[config.mk]
export PLATFORM = sky130hd
export DESIGN_NAME = trakball_encoder
export DESIGN_NICKNAME = d
export VERILOG_FILES = /design/src/rtl/trakball_encoder.sv
export SDC_FILE = /design/constraint.sdc
export NUM_CORES = 1
export LEC_CHECK = 0
export CORE_ASPECT_RATIO = 0.7
export CORE_MARGIN = 2
export CORE_UTILIZATION = 35
export DETAILED_ROUTE_END_ITERATION = 8
export DONT_BUFFER_PORTS = 1
export GPL_ROUTABILITY_DRIVEN = 0
export GPL_TIMING_DRIVEN = 1
export PLACE_DENSITY = 0.6
export SKIP_LAST_GASP = 1
export SLEW_MARGIN = 10
export SYNTH_ARGS = -nofsm -noshare
export SYNTH_HDL_FRONTEND = slang
export SYNTH_SLANG_ARGS = --single-unit
export TNS_END_PERCENT = 1
[constraint.sdc]
create_clock -name clk_sys -period 3.8 [get_ports clk_sys]
set_input_delay 0.76 -clock clk_sys [delete_from_list [all_inputs] [get_ports clk_sys]]
set_output_delay 0.76 -clock clk_sys [all_outputs]
set_load 0.005 [all_outputs]
[src/rtl/trakball_encoder.sv]
// PS/2 mouse packets to quadrature trackball emulation: per-axis accumulators drained one count per step tick.
// Optional joystick stepping is compiled in with TRAKBALL_JOY_EN.
module trakball_encoder #(
    parameter int ACC_W    = 12,
    parameter int STEP_DIV = 4
) (
    input  logic        clk_sys,
    input  logic        reset,
    input  logic [24:0] ps2_mouse,
    input  logic        flip,
`ifdef TRAKBALL_JOY_EN
    input  logic [3:0]  joy_i,
`endif
    output logic [7:0]  trakball_o
);

    localparam logic signed [ACC_W:0] SAT_MAX  = (ACC_W+1)'((1 << (ACC_W - 1)) - 1);
    localparam logic signed [ACC_W:0] SAT_MIN  = -SAT_MAX;
    localparam logic [7:0]            DIV_LAST = 8'(STEP_DIV - 1);

    // Symmetric clamp: the most negative code is never produced.
    function automatic logic signed [ACC_W-1:0] sat(input logic signed [ACC_W:0] v);
        if (v > SAT_MAX) return SAT_MAX[ACC_W-1:0];
        else if (v < SAT_MIN) return SAT_MIN[ACC_W-1:0];
        else return v[ACC_W-1:0];
    endfunction

    function automatic logic signed [ACC_W-1:0] delta(input logic sgn, input logic [7:0] mag,
                                                      input logic neg);
        logic signed [8:0] d;
        d = {sgn, mag};
        if (neg) d = -d;
        return ACC_W'(d);
    endfunction

    function automatic logic signed [ACC_W-1:0] toward_zero(input logic signed [ACC_W-1:0] a);
        if (a[ACC_W-1]) return a + ACC_W'(1);
        else if (a != '0) return a - ACC_W'(1);
        else return a;
    endfunction

    logic                    tog_q, pkt, tick;
    logic [7:0]              cnt;
    logic signed [ACC_W-1:0] acc_x, acc_y, acc_x_nxt, acc_y_nxt;
    logic signed [ACC_W-1:0] dx, dy, base_x, base_y;
    logic                    clk_x, clk_y, dir_x, dir_y;
    logic                    clk_x_nxt, clk_y_nxt, dir_x_nxt, dir_y_nxt;
    logic                    step_x, step_y, joy_x, joy_y, joy_dir_x, joy_dir_y;
    logic                    unused_bits;

    assign unused_bits = ^{ps2_mouse[7:6], ps2_mouse[3:0]};

    always_comb begin
        pkt       = ps2_mouse[24] != tog_q;
        tick      = cnt == DIV_LAST;
        dx        = pkt ? delta(ps2_mouse[4], ps2_mouse[15:8], flip) : '0;
        dy        = pkt ? delta(ps2_mouse[5], ps2_mouse[23:16], flip) : '0;
        joy_x     = 1'b0;
        joy_y     = 1'b0;
        joy_dir_x = 1'b0;
        joy_dir_y = 1'b0;
`ifdef TRAKBALL_JOY_EN
        joy_x     = tick && (joy_i[3] != joy_i[2]);
        joy_dir_x = joy_i[3];
        joy_y     = tick && (joy_i[0] != joy_i[1]);
        joy_dir_y = joy_i[0];
`endif
        // A joystick step overrides the drain for that tick; the packet delta still lands.
        step_x    = tick && !joy_x && (acc_x != '0);
        step_y    = tick && !joy_y && (acc_y != '0);
        base_x    = step_x ? toward_zero(acc_x) : acc_x;
        base_y    = step_y ? toward_zero(acc_y) : acc_y;
        acc_x_nxt = sat((ACC_W+1)'(base_x) + (ACC_W+1)'(dx));
        acc_y_nxt = sat((ACC_W+1)'(base_y) + (ACC_W+1)'(dy));
        clk_x_nxt = clk_x ^ (step_x | joy_x);
        clk_y_nxt = clk_y ^ (step_y | joy_y);
        dir_x_nxt = joy_x ? joy_dir_x : (step_x ? !acc_x[ACC_W-1] : dir_x);
        dir_y_nxt = joy_y ? joy_dir_y : (step_y ? !acc_y[ACC_W-1] : dir_y);
    end

    always_ff @(posedge clk_sys) begin
        tog_q <= ps2_mouse[24];
        if (reset) begin
            cnt   <= '0;
            acc_x <= '0;
            acc_y <= '0;
            clk_x <= 1'b0;
            clk_y <= 1'b0;
            dir_x <= 1'b0;
            dir_y <= 1'b0;
        end else begin
            cnt   <= tick ? '0 : cnt + 8'd1;
            acc_x <= acc_x_nxt;
            acc_y <= acc_y_nxt;
            clk_x <= clk_x_nxt;
            clk_y <= clk_y_nxt;
            dir_x <= dir_x_nxt;
            dir_y <= dir_y_nxt;
        end
    end

    assign trakball_o = {dir_x, dir_x, clk_x, clk_x, dir_y, dir_y, clk_y, clk_y};

endmodule

==> impl_summary.log, run 1 <==
INFO  metric outcome = finished with violations
INFO  metric violations_in_the_final_reports = setup timing
INFO  metric cell_internal_pwr = 2210 uW
INFO  metric clk_latency = 0.28 ns
INFO  metric sw_frac_of_total = 0.437
INFO  metric post_dp_cell_area = 4500 um^2
INFO  metric setup_ws = -0.233 ns
INFO  metric dp.final_hpwl = 8.18 mm
INFO  metric pin_count = 36
INFO  metric clkTransAtPathRegs = 0.06 ns
INFO  metric finalWorstPathRequiredPeriod = roughly 4 ns
INFO  metric crit_fanout = 10
INFO  metric final_area = 5000 um^2
INFO  metric final_common_cell = sky130_fd_sc_hd__buf_4
INFO  metric hold_class = flop to flop
INFO  metric crit_path_end_kind = flop
INFO  metric cts-hold-fix-buffers = 0
INFO  metric finalWirelength = around 11 mm
INFO  metric ys_seq_elements = 37
INFO  metric ys_types = 69
INFO  metric worstPathArrival = 4.20 ns
INFO  metric worstSetupStartpointType = flop
INFO  metric overflow = 0
INFO  metric critPathRequiredTime = 3.96 ns
INFO  metric worstMarginPinSlew = roughly 0.57 ns
INFO  metric fin_nets = 639
INFO  metric yosysSeqAreaShare = 0.191
INFO  metric initial_core_utilization = 0.356
INFO  metric power.density = 784 nW/um^2
INFO  metric buffer_ports.inserted = 0
INFO  metric power.static_leakage = 0.00210 uW
INFO  metric timing.fmax = approximately 0.25 GHz
INFO  metric power.combinational.fraction = 0.691
INFO  metric detailroute.via_count = between 3k and 4k
INFO  metric critical_path.max_stage_delay = 0.56 ns
INFO  metric min_period_over_period = 1.06
INFO  metric final.setup_skew = between 0.007 and 0.008 ns
INFO  metric detailedRoute.firstIterationViolations = between 200 and 250
INFO  metric dp_cells = 717
INFO  metric worst_path_buf_inv = 1
INFO  metric ff_latch_area = 742 um^2
INFO  metric cts.sinks = 37
INFO  metric utilization = 0.457
INFO  metric dieHeight = 92.2 um
INFO  metric worst_max_slew_margin_expressed_relative_to_the_limit = 0.614
INFO  metric root_buffer = sky130_fd_sc_hd__clkbuf_16
INFO  metric setup_viol_count_final = 13
INFO  metric power_switching = around 1700 uW
INFO  metric drt-wirelength-per-cell = 14.5 um
INFO  metric num_rows = 32
INFO  metric globalRouteTotalUtil = 0.179
INFO  metric drc = 0
INFO  metric total_inserted_antenna_cells = 0
INFO  metric drtAntennaViolNets = 0
INFO  metric core_region_area = 10900 um^2
INFO  metric rsz0062_at_grt = true
INFO  metric max-vdd-ir-drop = 458 uV
INFO  metric worst_path_dominant_cell_family = simple AND/OR/NAND/NOR gates
INFO  metric vias_in_the_first_global_route = 3676
INFO  metric clockBufferDepth = 2
INFO  metric first_pass_iters = 5
INFO  metric critical_path.cell_chain = nor4_4 > nand2_1 > or4_4 > nor4_4 > nor2_4 > buf_6 > nand2_1 > xnor2_2 > ha_1 > a21oi_2 > o21ai_1 > or4_4 > a22oi_2 > and4b_2 > a31o_4 > a21oi_1
INFO  metric power.sequential.fraction = 0.169
INFO  metric dieArea = 12000 um^2
INFO  metric synth_cells = 517
INFO  metric area_of_the_multi_input_gates = 3150 um^2
INFO  metric drv.max_cap_violation_count = 0
INFO  metric fillerInstances = 1071
INFO  metric maximum_number_of_pins_on_one_net_before_global_route_repair = 21
INFO  metric synth.yosys.warnings = 0
INFO  metric antenna_found_initial = 0
INFO  metric synthesis.nets = 578
INFO  metric hold_viol_final = 0
INFO  metric post_layout_nonfiller_instances = 732
INFO  metric synth-async-reset-ratio = 0
INFO  metric wire_length_of_the_first_global_routing_pass = 17.5 mm
INFO  metric mostFrequentLayoutCells = sky130_fd_sc_hd__buf_4, sky130_fd_sc_hd__nor2_1, sky130_fd_sc_hd__a21oi_1
INFO  metric report.final.slew_viol_count = 0
INFO  metric cts_inserted_buffers = 5
INFO  metric layout-drive-gt1-share = 0.242
INFO  metric drt-vias-per-instance = between 5 and 6
INFO  metric tritoncts = built
INFO  metric synth_flop_cell = sky130_fd_sc_hd__dfxtp_1
INFO  metric synth_enable_flop_cells = 0
INFO  metric power_frac_clock = 0.139
INFO  metric worst-setup-path-type = flop to flop
INFO  metric chipWidth = roughly 130 um
INFO  metric synthesis.area = 3890 um^2
INFO  metric syn_to_layout_area_delta = 28.6%
INFO  metric syn_avg_cell_area = 7.52 um^2
INFO  metric cts_max_level = 2
INFO  metric crit_slowest_cell = sky130_fd_sc_hd__or4_4
worst reg2reg max path, cell delays in order (launching register included):
cell	delay, ns
sky130_fd_sc_hd__dfxtp_2	0.34
sky130_fd_sc_hd__nor4_4	0.29
sky130_fd_sc_hd__nand2_1	0.11
sky130_fd_sc_hd__or4_4	0.45
sky130_fd_sc_hd__nor4_4	0.37
sky130_fd_sc_hd__nor2_4	0.10
sky130_fd_sc_hd__buf_6	0.16
sky130_fd_sc_hd__nand2_1	0.10
sky130_fd_sc_hd__xnor2_2	0.08
sky130_fd_sc_hd__ha_1	0.38
sky130_fd_sc_hd__a21oi_2	0.18
sky130_fd_sc_hd__o21ai_1	0.11
sky130_fd_sc_hd__or4_4	0.56
sky130_fd_sc_hd__a22oi_2	0.13
sky130_fd_sc_hd__and4b_2	0.30
sky130_fd_sc_hd__a31o_4	0.19
sky130_fd_sc_hd__a21oi_1	0.05
sequential cells by signal, summed over array words and instances, names as in the netlist:
| name | flops |
|---|---|
| acc_y | 12 |
| dir_y | 1 |
| clk_x | 1 |
| clk_y | 1 |
| cnt | 8 |
| acc_x | 12 |
| tog_q | 1 |
| dir_x | 1 |
metal layers:
metal | up-vias | track usage | routed length [um]
met5 | - | 0 | 0
met1 | 1823 | 0.257 | 5340
met2 | 89 | 0.287 | 4880
li1 | 1991 | - | -
met3 | 13 | 0.0228 | 311
met4 | 0 | 0.0349 | 126
cell usage after synthesis (all sizes together), types with 3 or more instances:
master    n  area [um^2]
o21a      7         52.6
o31ai    11         82.6
o2111ai   3         26.3
o211ai    7         52.6
nand3    21          105
xor2     31          272
xnor2    22          193
nor4      9         83.8
nor2     70          263
nand2b    8         50.1
and3      9         56.3
nor2b     5         31.3
nand4     4         25.0
ha       31          388
a31oi     3         18.8
a21o      7         60.1
mux2i     7         70.1
nand2    31          116
nor3     15         75.1
dfxtp    37          741
or3       4         25.0
o41ai     3         26.3
o21ai    29          145
or2       4         25.0
clkbuf   11         41.3
o31a      3         26.3
buf      14          101
nor3b     3         33.8
a211oi    6         50.1
inv      26         97.6
or4       5         45.0
a21oi    39          199
logic make-up (layout without fill, tap and decap cells):
logic type / count (synthesis) / after routing / share of synthesized area
AND/OR/NAND/NOR: 198 / 198 / 0.264
flip-flops: 37 / 37 / 0.191
adder cells (fa/ha/maj): 33 / 33 / 0.110
buffers and inverters: 51 / 113 / 0.0618
XOR/XNOR: 53 / 53 / 0.119
AO/OA/AOI/OAI: 136 / 136 / 0.230
multiplexers: 9 / 9 / 0.0238
area by class of cell:
| cell class | count | area share |
|---|---|---|
| Inverter | 26 | 0.0195 |
| Timing Repair Buffer | 79 | 0.124 |
| Clock inverter | 3 | 0.0138 |
| Tap cell | 153 | 0.0383 |
| Multi-Input combinational cell | 429 | 0.631 |
| Clock buffer | 5 | 0.0250 |
| Sequential cell | 37 | 0.148 |
worst paths after layout:
path / endpoint / cells past startpoint / startpoint / slack, ns
setup / recovery: acc_y[1] / 16 / acc_y[2] / -0.23
hold / removal: cnt[0] / 1 / cnt[0] / 0.44
setup reg to reg: acc_y[1] / 16 / acc_y[2] / -0.23
hold reg to reg: cnt[0] / 1 / cnt[0] / 0.44
metrics by stage:
stage	total power, uW	worst slack, ns	setup TNS (ns)	hold slack, ns
after global placement	2970	-0.167	-1.66	0.427
final	3920	-0.233	-1.66	0.439
after detailed placement	3030	-0.198	-2.02	0.430
after floorplan	2210	-0.00234	-0.00435	0.413
after CTS	3610	-0.170	-2.58	0.442
after global routing	4240	-0.374	-6.47	0.456
power by group through the flow:
| stage | Sequential [uW] | Clock [uW] | Combinational [uW] |
|---|---|---|---|
| after detailed placement | 659 | 0 | 2370 |
| after global routing | 686 | 574 | 2980 |
| after CTS | 652 | 554 | 2400 |
| after floorplan | 627 | 0 | 1580 |
| final | 664 | 546 | 2710 |
| after global placement | 657 | 0 | 2320 |
what timing repair did:
item                       4_1_cts  5_1_grt
hold endpoints to repair         0        0
pin swaps                        1       21
buffers inserted                 1        5
setup endpoints to repair       20       24
cloned                           0        1
gates resized for setup          2       45
Note: power is estimated with default switching activity, not from simulation.
==> run 2: changes to the inputs <==
- SLEW_MARGIN: 10 -> 5
==> results of run 2 <==
No change in the layout: final DEF, timing and power equal those of run 1.
